File: config.mk
export PLATFORM = sky130hd
export DESIGN_NAME = parking_lane_arbiter
export DESIGN_NICKNAME = d
export VERILOG_FILES = /design/src/rtl/parking_pkg.sv /design/src/rtl/parking_strike_counter.sv /design/src/rtl/parking_lane_arbiter.sv
export SDC_FILE = /design/constraint.sdc
export NUM_CORES = 1
export LEC_CHECK = 0
export ABC_AREA = 1
export CORE_MARGIN = 2
export CORE_UTILIZATION = 31
export CTS_BUF_LIST = sky130_fd_sc_hd__clkbuf_4 sky130_fd_sc_hd__clkbuf_8
export CTS_CLUSTER_SIZE = 20
export DETAILED_ROUTE_END_ITERATION = 6
export PLACE_DENSITY = 0.55
export SYNTH_ARGS = -nofsm -noshare
export SYNTH_HDL_FRONTEND = slang
export SYNTH_HIERARCHICAL = 1
export SYNTH_SLANG_ARGS = --single-unit
File: constraint.sdc
create_clock -name clk -period 2.6 [get_ports clk]
set_clock_uncertainty 0.05 [all_clocks]
set_input_delay 0.65 -clock clk [delete_from_list [all_inputs] [get_ports clk]]
set_output_delay 0.65 -clock clk [all_outputs]
set_load 0.03 [all_outputs]
File: src/rtl/parking_pkg.sv
// rtl/parking_pkg.sv - shared FSM encodings, lane indices and defaults for the parking lane arbiter
package parking_pkg;

   typedef enum logic [1:0] {
      ST_IDLE  = 2'd0,
      ST_CHECK = 2'd1,
      ST_OPEN  = 2'd2
   } park_state_t;

   localparam int LANE0 = 0;
   localparam int LANE1 = 1;

   localparam int DEF_CAPACITY  = 16;
   localparam int DEF_CNT_W     = 5;
   localparam int DEF_MAX_TRIES = 3;

   function automatic logic [1:0] lane_onehot(input logic idx);
      logic [1:0] oh;
      oh = 2'b00;
      oh[idx ? LANE1 : LANE0] = 1'b1;
      return oh;
   endfunction

endpackage

File: src/rtl/parking_strike_counter.sv
// rtl/parking_strike_counter.sv - per-lane saturating bad-PIN counter with block flag
module parking_strike_counter
   import parking_pkg::*;
#(
   parameter int MAX_TRIES = DEF_MAX_TRIES
) (
   input  logic clk,
   input  logic rst_n,
   input  logic inc,
   input  logic clr,
   input  logic clearAll,
   output logic blocked
);

   localparam int SW = $clog2(MAX_TRIES + 1);

   logic [SW-1:0] strikes;

   // Count consecutive bad PINs; operator clear and a good PIN both reset, clear beats a strike
   always_ff @(posedge clk or negedge rst_n) begin
      if (!rst_n) begin
         strikes <= '0;
      end else if (clearAll || clr) begin
         strikes <= '0;
      end else if (inc && (strikes != SW'(MAX_TRIES))) begin
         strikes <= strikes + SW'(1);
      end
   end

   assign blocked = (strikes == SW'(MAX_TRIES));

endmodule

File: src/rtl/parking_lane_arbiter.sv
// rtl/parking_lane_arbiter.sv - two-lane round-robin PIN/gate arbiter with lot occupancy (optional watchdog: PARKING_GRANT_TIMEOUT_EN)
module parking_lane_arbiter
   import parking_pkg::*;
#(
   parameter int CAPACITY  = DEF_CAPACITY,
   parameter int CNT_W     = DEF_CNT_W,
   parameter int MAX_TRIES = DEF_MAX_TRIES,
   parameter int TIMEOUT   = 255
) (
   input  logic             clk,
   input  logic             rst_n,
   input  logic [1:0]       laneReq,
   input  logic [7:0]       lanePin0,
   input  logic [7:0]       lanePin1,
   input  logic [1:0]       laneEnter,
   input  logic             exitPulse,
   input  logic             clearBlock,
   output logic             chkValid,
   output logic [7:0]       chkPin,
   input  logic             chkDone,
   input  logic             chkOk,
   output logic [1:0]       laneGnt,
   output logic [1:0]       gateOpen,
   output logic [1:0]       laneBlocked,
   output logic             lotFull,
   output logic [CNT_W-1:0] occupancy,
   output logic             grantTimeout
);

   park_state_t state, state_n;
   logic        last_served, last_n;
   logic [1:0]  gnt_n, gate_n;
   logic        valid_n;
   logic [7:0]  pin_n;
   logic [1:0]  eligible;
   logic        g;
   logic        sel;
   logic        leave;
   logic        occ_inc, occ_dec;
   logic [1:0]  strike_inc, strike_clr;
   logic        timer_hit;

   assign g        = laneGnt[LANE1];
   assign eligible = laneReq & ~laneBlocked;
   assign lotFull  = (occupancy == CNT_W'(CAPACITY));
   assign occ_dec  = exitPulse && (occupancy != '0);

   // Next-state and next-output decode; leaving a grant always clears grant/check/gate together
   always_comb begin
      state_n    = state;
      gnt_n      = laneGnt;
      valid_n    = chkValid;
      pin_n      = chkPin;
      gate_n     = gateOpen;
      last_n     = last_served;
      sel        = 1'b0;
      leave      = 1'b0;
      occ_inc    = 1'b0;
      strike_inc = 2'b00;
      strike_clr = 2'b00;
      case (state)
         ST_IDLE: begin
            sel = (eligible == 2'b11) ? ~last_served : eligible[LANE1];
            if (!lotFull && (eligible != 2'b00)) begin
               state_n = ST_CHECK;
               gnt_n   = lane_onehot(sel);
               valid_n = 1'b1;
               pin_n   = sel ? lanePin1 : lanePin0;
            end
         end
         ST_CHECK: begin
            if (!laneReq[g]) begin
               leave = 1'b1;
            end else if (chkDone) begin
               if (chkOk) begin
                  state_n       = ST_OPEN;
                  valid_n       = 1'b0;
                  gate_n        = laneGnt;
                  strike_clr[g] = 1'b1;
               end else begin
                  strike_inc[g] = 1'b1;
                  leave         = 1'b1;
               end
            end else if (timer_hit) begin
               leave = 1'b1;
            end
         end
         ST_OPEN: begin
            if (laneEnter[g]) begin
               occ_inc = 1'b1;
               leave   = 1'b1;
            end else if (!laneReq[g]) begin
               leave = 1'b1;
            end else if (timer_hit) begin
               leave = 1'b1;
            end
         end
         default: begin
            state_n = ST_IDLE;
         end
      endcase
      if (leave) begin
         state_n = ST_IDLE;
         gnt_n   = 2'b00;
         valid_n = 1'b0;
         gate_n  = 2'b00;
         last_n  = g;
      end
   end

   // FSM and registered outputs
   always_ff @(posedge clk or negedge rst_n) begin
      if (!rst_n) begin
         state       <= ST_IDLE;
         laneGnt     <= 2'b00;
         chkValid    <= 1'b0;
         chkPin      <= 8'h00;
         gateOpen    <= 2'b00;
         last_served <= 1'b1;
      end else begin
         state       <= state_n;
         laneGnt     <= gnt_n;
         chkValid    <= valid_n;
         chkPin      <= pin_n;
         gateOpen    <= gate_n;
         last_served <= last_n;
      end
   end

   // Occupancy: simultaneous enter and exit cancel, never wraps below 0 or exceeds capacity
   always_ff @(posedge clk or negedge rst_n) begin
      if (!rst_n) begin
         occupancy <= '0;
      end else if (occ_inc && !occ_dec) begin
         if (occupancy != CNT_W'(CAPACITY)) begin
            occupancy <= occupancy + CNT_W'(1);
         end
      end else if (!occ_inc && occ_dec) begin
         occupancy <= occupancy - CNT_W'(1);
      end
   end

   for (genvar i = 0; i < 2; i++) begin : g_strike
      parking_strike_counter #(
         .MAX_TRIES (MAX_TRIES)
      ) u_strike (
         .clk      (clk),
         .rst_n    (rst_n),
         .inc      (strike_inc[i]),
         .clr      (strike_clr[i]),
         .clearAll (clearBlock),
         .blocked  (laneBlocked[i])
      );
   end

`ifdef PARKING_GRANT_TIMEOUT_EN
   localparam int TMR_W = $clog2(TIMEOUT + 1);

   logic [TMR_W-1:0] tmr;
   logic             grant_event;

   // A real grant event in the expiry cycle takes precedence over the watchdog
   always_comb begin
      grant_event = 1'b0;
      if (state == ST_CHECK) begin
         grant_event = chkDone || !laneReq[g];
      end else if (state == ST_OPEN) begin
         grant_event = laneEnter[g] || !laneReq[g];
      end
   end

   assign timer_hit = (state != ST_IDLE) && !grant_event && (tmr == TMR_W'(TIMEOUT - 1));

   // Cycles spent in the current grant, CHECK and OPEN combined
   always_ff @(posedge clk or negedge rst_n) begin
      if (!rst_n) begin
         tmr <= '0;
      end else if ((state == ST_IDLE) || (state_n == ST_IDLE)) begin
         tmr <= '0;
      end else begin
         tmr <= tmr + TMR_W'(1);
      end
   end

   // One-cycle pulse on watchdog expiry
   always_ff @(posedge clk or negedge rst_n) begin
      if (!rst_n) begin
         grantTimeout <= 1'b0;
      end else begin
         grantTimeout <= timer_hit;
      end
   end
`else
   assign timer_hit    = 1'b0;
   assign grantTimeout = 1'b0;
`endif

endmodule

## After elaboration in Yosys (flattened, before gate mapping)

Index checks and enable logic that the tools add are counted.

| storage, ports and cells | value |
|---|---|
| logic and storage cells | 121 |
| input bits | 26 |
| output and inout port bits | 22 |
| bits in registers | 25 |

| operators by class | value |
|---|---|
| order comparisons | 4 |
| equal/unequal tests | 15 |
| reduce and logical (&&, ||, !) cells | 32 |
| multiplexer cells | 54 |
| bitwise logic cells | 3 |
| $add $sub $neg | 4 |

Operators by type and width:

| operator | number |
|---|---|
| $mux W2 | 25 |
| $mux W1 | 20 |
| $reduce_bool A2 Y1 | 10 |
| $mux W5 | 3 |
| $ne A3 B3 Y1 const B | 4 |
| $reduce_and A5 Y1 | 2 |
| $eq A2 B2 Y1 const B | 4 |
| $logic_and A1 B1 Y1 | 8 |
| $mux W8 | 1 |
| $ne A2 B2 Y1 const B | 3 |
| $pmux W2 S3 | 1 |
| $reduce_and A2 Y1 | 3 |
| $add A5 B1 Y5 const B | 1 |
| $eq A5 B5 Y1 const B | 1 |
| $ne A5 B5 Y1 const B | 1 |
| $reduce_bool A5 Y1 | 1 |
| $sub A5 B1 Y5 const B | 1 |
| $add A2 B1 Y2 const B | 2 |
| $lt A1 B2 Y1 const B | 2 |
| $pmux W1 S2 | 2 |
| $reduce_and A4 Y1 | 1 |
| $logic_not A1 Y1 | 3 |
| $reduce_bool A3 Y1 | 1 |
| $and A2 B2 Y2 | 1 |
| 8 further kinds | 11 |

## Longest topological paths before layout

Gate-level depths: netlist (run 1).

| depth | value |
|---|---|
| depth after elaboration | 13 |
| mapped depth | 13 |
| gate-level depth less buffers | 13 |

## Cells and area by module

Netlist (run 1), hierarchy kept.

By module, submodules not included:

| module | times used | cells each | area each (um^2) | seq. area each (um^2) |
|---|---|---|---|---|
| parking_lane_arbiter | 1 | 179 | 1448.9 | 526.8 |
| parking_strike_counter | 2 | 15 | 122.6 | 50.0 |

## Least setup slack after synthesis (run 1)

No wires, ideal clock.

| path | value |
|---|---|
| path type | register to register |
| start | register occupancy[1] |
| end | register occupancy[4] |
| buffers on the path | 0 |
| library setup time | 0.118 ns |
| setup slack | 0.363 ns |
| data arrival time | 2.069 ns |
| stages on the path, launching flop included | 12 |
| data required time | 2.432 ns |
| clock period less this slack | 2.237 ns |
| cells stage by stage | dfrtp_1 nor2_1 nand4_1 nand2_1 nand2_1 fa_1 a21oi_1 nor2_1 o21ai_1 nand3_2 nand2_1 nand2_1 |

| on the way | value |
|---|---|
| longest elaborated chain between the ends | 6 |
| elaborated cells on any way between the ends | 14 |
| classes of those cells | add/sub: 2; eq/ne: 2; mux: 3; reduce/logical: 7 |

Ends and longest elaborated chain:

| element | RTL line | text |
|---|---|---|
| from (decl) | parking_lane_arbiter.sv:26 | `output logic [CNT_W-1:0] occupancy,` |
| from (signal assigned) | parking_lane_arbiter.sv:136 | `occupancy <= occupancy + CNT_W'(1);` |
| from (signal assigned) | parking_lane_arbiter.sv:139 | `occupancy <= occupancy - CNT_W'(1);` |
| parallel branches: the longest is 6 deep, another holds $sub A5 B1 Y5 | -- |  |

Several ways; the timed one is not identified. The select of a mux whose other input is x is not followed.
A chain may end at the register's enable or synchronous reset.

## Worst setup path after layout (run 1)

| path | value |
|---|---|
| start | input laneEnter[1] |
| end | register occupancy[4] |

| on the way | value |
|---|---|
| longest elaborated chain between the ends | 8 |
| elaborated cells on any way between the ends | 11 |
| classes of those cells | eq/ne: 1; mux: 5; reduce/logical: 5 |

Ends and longest elaborated chain:

| element | RTL line | text |
|---|---|---|
| from (decl) | parking_lane_arbiter.sv:15 | `input logic [1:0] laneEnter,` |
| $mux W1 (not written as such) (*) (2 in series) | parking_lane_arbiter.sv:89 | `if (laneEnter[g]) begin` |
| $mux W1 (*) | parking_lane_arbiter.sv:89 |  |
| $mux W1 (*) | parking_lane_arbiter.sv:61 | `case (state)` |
| $logic_not A1 Y1 | parking_lane_arbiter.sv:138 | `end else if (!occ_inc && occ_dec) begin` |
| $logic_and A1 B1 Y1 | parking_lane_arbiter.sv:138 |  |
| $reduce_bool A2 Y1 (no line) | -- |  |
| $reduce_and A2 Y1 (no line) | -- |  |

Mark *: on every way between the ends. The rest lies on a longest branch, timed or not. The select of a mux whose other input is x is not followed.

==> impl_metrics.env, run 1 <==
export IMPL_critPathMaxFanout=5
export IMPL_die_w_um=77.93
export IMPL_yosys_register_bits=25
export IMPL_final_nets=300
export IMPL_hold_viol=0
export IMPL_yosysTopAreaCell="dfrtp_1"
export IMPL_synth_xor_area_share_pct=1.994
export IMPL_place_worst_setup_slack_ns=-0.1258
export IMPL_syn_to_final_growth_pct=37.52
export IMPL_die_h_um=77.93
export IMPL_hold_class="flip-flop to flip-flop"
export IMPL_netlist_area_um2=1694
export IMPL_clk_pin_slew_ns=0.09
export IMPL_postSynthAreaPerCell_um2=8.106
export IMPL_grt_max_degree=26
export IMPL_post_drt_wl_per_cell_um=10.78
export IMPL_met3_length_um=265
export IMPL_hold_start="chkValid$_DFFE_PN0P_"
export IMPL_async_reset_ff_share_pct=100.0
export IMPL_ctsHoldBuffers=0
export IMPL_r2r_end="occupancy[4]$_DFFE_PN0P_"
export IMPL_hold_depth=2
export IMPL_crit_start="laneEnter[1]"
export IMPL_yosysMostFrequentCell="nand2_1"
export IMPL_post_cts_setup_buffers=0
export IMPL_met1Wirelength_um=1668
export IMPL_htreeDepth=1
export IMPL_place_gp_congestion=0.7715
export IMPL_clk_path_buf_depth=2
export IMPL_crit_type="input port to flip-flop"
export IMPL_power_switching_mw=1.165
export IMPL_power_density_nw_per_um2=1065
export IMPL_p_leak_nw=1.132
export IMPL_drive_gt1_share_pct=18.18
export IMPL_synth_seq_area_share_pct=37.00
export IMPL_place_area_um2=2278
export IMPL_synth_nets=244
export IMPL_synthSimpleGateAreaFrac_pct=33.97
export IMPL_grt_usage_pct=13.01
export IMPL_rrSetupSlack_ns=0.34
export IMPL_grt_overflow=0
export IMPL_synthTopCellsByCount="nand2_1, nor2_1, dfrtp_1, inv_1, nand3_1"
export IMPL_finalWorstSetupSlack_ns=0.1796
export IMPL_endpoint_kind="flip-flop"
export IMPL_antenna_found_initial=0
export IMPL_cts_root_buf="clkbuf_8"
export IMPL_period_share_pct=93.09
export IMPL_setup_tns_ns=0
export IMPL_finalCriticalPeriod_ns=2.420
export IMPL_r2r_worst_path_cells=12
export IMPL_holdWs_ns=0.4313
export IMPL_layout_cells_non_filler=334
export IMPL_placedCellCount=330
export IMPL_grt_pass1_wl_um=6368
export IMPL_final_area_um2=2330
export IMPL_synth_edf_count=0
export IMPL_viasPerCell=4.395
export IMPL_synth_compound_area_share_pct=11.30
export IMPL_p_seq_share_pct=27.1
export IMPL_clk_insertion_delay_late_ns=0.27
export IMPL_io_buffers=46
export IMPL_postRouteAntennaNets=0
export IMPL_yosysWarnings=6
export IMPL_synthDistinctLibCells=33
export IMPL_final_core_util_pct=44.76
export IMPL_ctsResizeCount=0
export IMPL_cts_tree="built"
export IMPL_wl_met2_um=1609
export IMPL_swShare_pct=46.98
export IMPL_dr_pass1_iters=4
export IMPL_numCtsBuffers=3
export IMPL_highest_layer="met4"
export IMPL_routed_wl_um=3599
export IMPL_num_antenna_cells=0
export IMPL_drcViolationCount=0
export IMPL_p_total_mw=2.481
export IMPL_combinationalPowerShare_pct=63.3
export IMPL_max_cap_violations=0
export IMPL_synth_fa_ha_area_share_pct=7.090
export IMPL_cp_arrival_ns=2.54
export IMPL_power_internal_mw=1.315
export IMPL_setup_viol=0
export IMPL_fp_row_count=26
export IMPL_start_util_pct=32.55
export IMPL_cp_required_ns=2.72
export IMPL_dpl_hpwl_um=2868
export IMPL_slew_viol_final=0
export IMPL_netlist_area_leader_share_pct=35.45
export IMPL_status="completed"
export IMPL_rsz0062_at_grt="no"
export IMPL_die_area_um2=6072
export IMPL_ir_drop_uv=430.0
export IMPL_core_area_um2=5205
export IMPL_syn_inst=209
export IMPL_io_pins=48
export IMPL_synth_top_family_by_area="simple AND/OR/NAND/NOR gates"
export IMPL_drt_initial_drc_count=48
export IMPL_fillers=547
export IMPL_start_kind="input port"
export IMPL_synthTopCellsByArea="dfrtp_1, nand2_1, ha_1"
export IMPL_synthFlopType="dfrtp_1"
export IMPL_reg2reg_from="state[0]$_DFFE_PN0P_"
export IMPL_grt_pass1_vias=1441
export IMPL_fmax_mhz=413.2
export IMPL_num_vias=1468
export IMPL_min_to="chkValid$_DFFE_PN0P_"
export IMPL_muxShareOfSynthArea_pct=0
export IMPL_pwr_share_clk_pct=9.6
export IMPL_cts_sinks=25
## critical path, stage by stage
cell and delay (ns):
clkdlybuf4s50_1 0.45, inv_1 0.04, nand2_1 0.09, nand3_4 0.10, inv_4 0.06, nand2_1 0.12
fa_1 0.41, a21oi_1 0.15, nor2_1 0.07, o21ai_1 0.19, nand3_2 0.09, nand2_1 0.07
nand2_1 0.05
## layout by cell type (no fill, tap or decap), drive strengths merged
| master | synthesis | layout |
|---|---|---|
| a21oi | 9 | 9 |
| buf | 4 | 9 |
| dfstp | 1 | 1 |
| conb | 1 | 1 |
| xor2 | 2 | 2 |
| ha | 8 | 8 |
| o31ai | 8 | 8 |
| clkbuf | 0 | 3 |
| clkdlybuf4s50 | 0 | 45 |
| o21ai | 7 | 7 |
| fa | 1 | 1 |
| nand3 | 21 | 21 |
| nand4 | 6 | 6 |
| nand2 | 55 | 55 |
| clkinv | 1 | 1 |
| inv | 28 | 28 |
| dlymetal6s2s | 0 | 1 |
| clkinvlp | 0 | 1 |
| xnor2 | 1 | 1 |
| dfrtp | 24 | 24 |
| nor2 | 30 | 30 |
| or2 | 2 | 2 |
## cells by family (layout without fill, tap and decap cells)
| family | Yosys count | count (layout) |
|---|---|---|
| AOI/OAI and AO/OA | 24 | 24 |
| xor gates and xnor gates | 3 | 3 |
| adders and majority gates | 9 | 9 |
| buffers and inverters | 33 | 88 |
| DFF | 25 | 25 |
| other | 1 | 1 |
| and+or+nand+nor | 114 | 114 |
## worst max-delay path by stage
stage	end	slack, ns	cells after the start
4_1_cts	lotFull	0.03	4
5_1_grt	occupancy[4]$_DFFE_PN0P_	0.01	13
3_3_place_gp	occupancy[4]$_DFFE_PN0P_	-0.07	13
3_5_place_dp	occupancy[4]$_DFFE_PN0P_	-0.13	13
2_1_floorplan	occupancy[4]$_DFFE_PN0P_	0.36	11
6_report	occupancy[4]$_DFFE_PN0P_	0.18	13
## flip-flops by register name, indices dropped and copies added (netlist names)
signal                     count
g_strike.u_strike/strikes      4
occupancy                      5
laneGnt                        2
state                          2
chkValid                       1
chkPin                         8
gateOpen                       2
last_served                    1
## power groups by stage
stage,Combinational (mW),Clock [mW],Sequential [mW]
after floorplan,0.813,0,0.946
after global placement,1.58,0,0.687
after detailed placement,1.59,0,0.685
after CTS,1.60,0.252,0.677
after global routing,1.74,0.270,0.700
final,1.57,0.237,0.672
## per-layer routing
layer	track usage [%]	vias to the layer above
li1	-	777
met1	15.69	652
met2	22.07	35
met3	3.605	4
met4	4.737	0
met5	0	-
## cell type report
type	count	area (µm²)	share of cell area [%]
Multi-Input combinational cell	151	924.6	39.69
Sequential cell	25	626.9	26.91
Timing Repair Buffer	55	530.5	22.77
Inverter	29	111.4	4.780
Tap cell	70	87.58	3.759
Clock buffer	3	41.29	1.772
Clock inverter	1	7.507	0.3222
(Power assumes the default switching activity.)
==> run 2: changes to the inputs <==
SKIP_LAST_GASP = 1   (was unset)
==> results of run 2 <==
No change in the layout: final DEF, timing and power equal those of run 1.
==> run 3: changes to the inputs <==
PLACE_DENSITY = 0.67   (was 0.55)
REMOVE_ABC_BUFFERS = 1   (was unset)
==> impl_metrics.env, run 3 (synthesis gave the netlist of run 1 again) <==
export IMPL_status="completed"
export IMPL_fp_row_count=26
export IMPL_multiInputGateArea_um2=924.6
export IMPL_final_cell_mix="nand2_1, clkdlybuf4s50_1, nor2_1"
export IMPL_ir_drop_uv=525.1
export IMPL_placedCellCount=332
export IMPL_finalWorstSetupSlack_ns=0.1897
export IMPL_io_buffers=46
export IMPL_start_util_pct=32.55
export IMPL_grt_pass1_wl_um=6299
export IMPL_grt_max_degree=26
export IMPL_place_gp_congestion=0.7411
export IMPL_p_leak_nw=1.133
export IMPL_place_worst_setup_slack_ns=-0.1024
export IMPL_routed_wl_um=3679
export IMPL_hold_viol=0
export IMPL_power_density_nw_per_um2=1074
export IMPL_setup_viol=0
export IMPL_cpMostUsedCell="nand2_1"
export IMPL_max_stage_delay_ns=0.45
export IMPL_max_cap_violations=0
export IMPL_cp_required_ns=2.71
export IMPL_drcViolationCount=0
export IMPL_core_area_um2=5205
export IMPL_io_pins=48
export IMPL_grt_overflow=0
export IMPL_largest_register_ffs=8
export IMPL_grt_usage_pct=12.68
export IMPL_num_vias=1485
export IMPL_start_kind="input port"
export IMPL_dpl_hpwl_um=2877
export IMPL_rsz0062_at_grt="no"
export IMPL_crit_type="input port to flip-flop"
export IMPL_grt_pass1_vias=1447
export IMPL_period_share_pct=92.70
export IMPL_cts_sinks=25
export IMPL_hold_class="flip-flop to flip-flop"
export IMPL_postRouteAntennaNets=0
export IMPL_finalCriticalPeriod_ns=2.410
export IMPL_die_w_um=77.93
export IMPL_cts_tree="built"
export IMPL_die_area_um2=6072
export IMPL_crit_slowest_cell="clkdlybuf4s50_1"
export IMPL_slew_viol_final=0
export IMPL_htreeDepth=1
export IMPL_drt_initial_drc_count=43
export IMPL_clk_insertion_delay_late_ns=0.26
export IMPL_final_nets=302
export IMPL_dr_pass1_iters=4
export IMPL_die_h_um=77.93
export IMPL_viasPerCell=4.420
export IMPL_final_area_um2=2341
export IMPL_largest_registers="chkPin: 8 flops, occupancy: 5 flops, g_strike.u_strike/strikes: 4 flops"
export IMPL_ctsResizeCount=1
export IMPL_cts_root_buf="clkbuf_8"
export IMPL_antenna_found_initial=0
export IMPL_clk_path_buf_depth=2
export IMPL_critPathMaxFanout=4
export IMPL_fillers=547
export IMPL_post_cts_setup_buffers=0
export IMPL_holdWs_ns=0.4278
export IMPL_num_antenna_cells=0
export IMPL_syn_to_final_growth_pct=38.18
export IMPL_place_area_um2=2293
export IMPL_post_drt_wl_per_cell_um=10.95
export IMPL_cp_arrival_ns=2.52
export IMPL_numCtsBuffers=3
export IMPL_layout_cells_non_filler=336
export IMPL_clk_pin_slew_ns=0.09
export IMPL_seqCellArea_um2=626.9
export IMPL_fmax_mhz=414.9
export IMPL_path_cells="clkdlybuf4s50_1 -> inv_1 -> nand2_1 -> nand3_4 -> inv_4 -> nand2_1 -> fa_1 -> a21oi_1 -> nor2_1 -> o21ai_1 -> nand3_2 -> nand2_1 -> nand2_1"
export IMPL_final_core_util_pct=44.98
export IMPL_endpoint_kind="flip-flop"
export IMPL_drive_gt1_share_pct=18.80
export IMPL_top_register="chkPin"
export IMPL_ctsHoldBuffers=0
-- run 3: area by class of cell --
type | count | share of cell area [%]
inverter | 29 | 4.757
clock buffer | 4 | 2.084
timing repair buffer | 57 | 23.14
multi-input combinational | 151 | 39.50
tap | 70 | 3.741
sequential | 25 | 26.78
-- run 3: critical path: cells and delay by family --
family | cells | cell delay, ns
fa+ha+maj | 1 | 0.41
compound gates | 2 | 0.32
simple gates | 7 | 0.58
buf+inv | 3 | 0.55
-- run 3: per-stage QoR --
step	total power, mW	TNS, ns
floorplan	1.722	0
global placement	2.286	-0.04145
detailed placement	2.303	-0.1024
CTS	2.558	0
global route	2.727	0
finish	2.514	0
-- run 3: path summary, 6_finish.rpt --
check | start | slack, ns | to | cells after the start
min in group asynchronous | rst_n | 0.70 | g_strike[0].u_strike/strikes[0]$_DFFE_PN0P_ | 2
max | laneEnter[1] | 0.19 | occupancy[4]$_DFFE_PN0P_ | 13
max reg2reg | state[0]$_DFFE_PN0P_ | 0.34 | occupancy[4]$_DFFE_PN0P_ | 12
min | chkValid$_DFFE_PN0P_ | 0.43 | chkValid$_DFFE_PN0P_ | 2
max in group asynchronous | rst_n | 1.50 | last_served$_DFFE_PN1P_ | 2
min reg2reg | chkValid$_DFFE_PN0P_ | 0.43 | chkValid$_DFFE_PN0P_ | 2
-- run 3: metal layers --
| layer | part of all wire (%) | track usage (%) | wire (µm) | up-vias |
|---|---|---|---|---|
| met4 | 0.27 | 2.105 | 10 | 0 |
| li1 | - | - | - | 779 |
| met3 | 4.6 | 2.674 | 170 | 2 |
| met1 | 47 | 16.28 | 1715 | 677 |
| met2 | 48 | 22.24 | 1781 | 27 |
| met5 | 0 | 0 | 0 | - |
-- run 3: report_power, final --
group | switching, mW | total [mW] | internal [mW] | leakage (nW)
registers | 0.125 | 0.680 | 0.555 | 0.312
logic | 0.925 | 1.59 | 0.670 | 0.795
clock network | 0.120 | 0.240 | 0.120 | 0.0262
total | 1.17 | 2.51 | 1.34 | 1.13
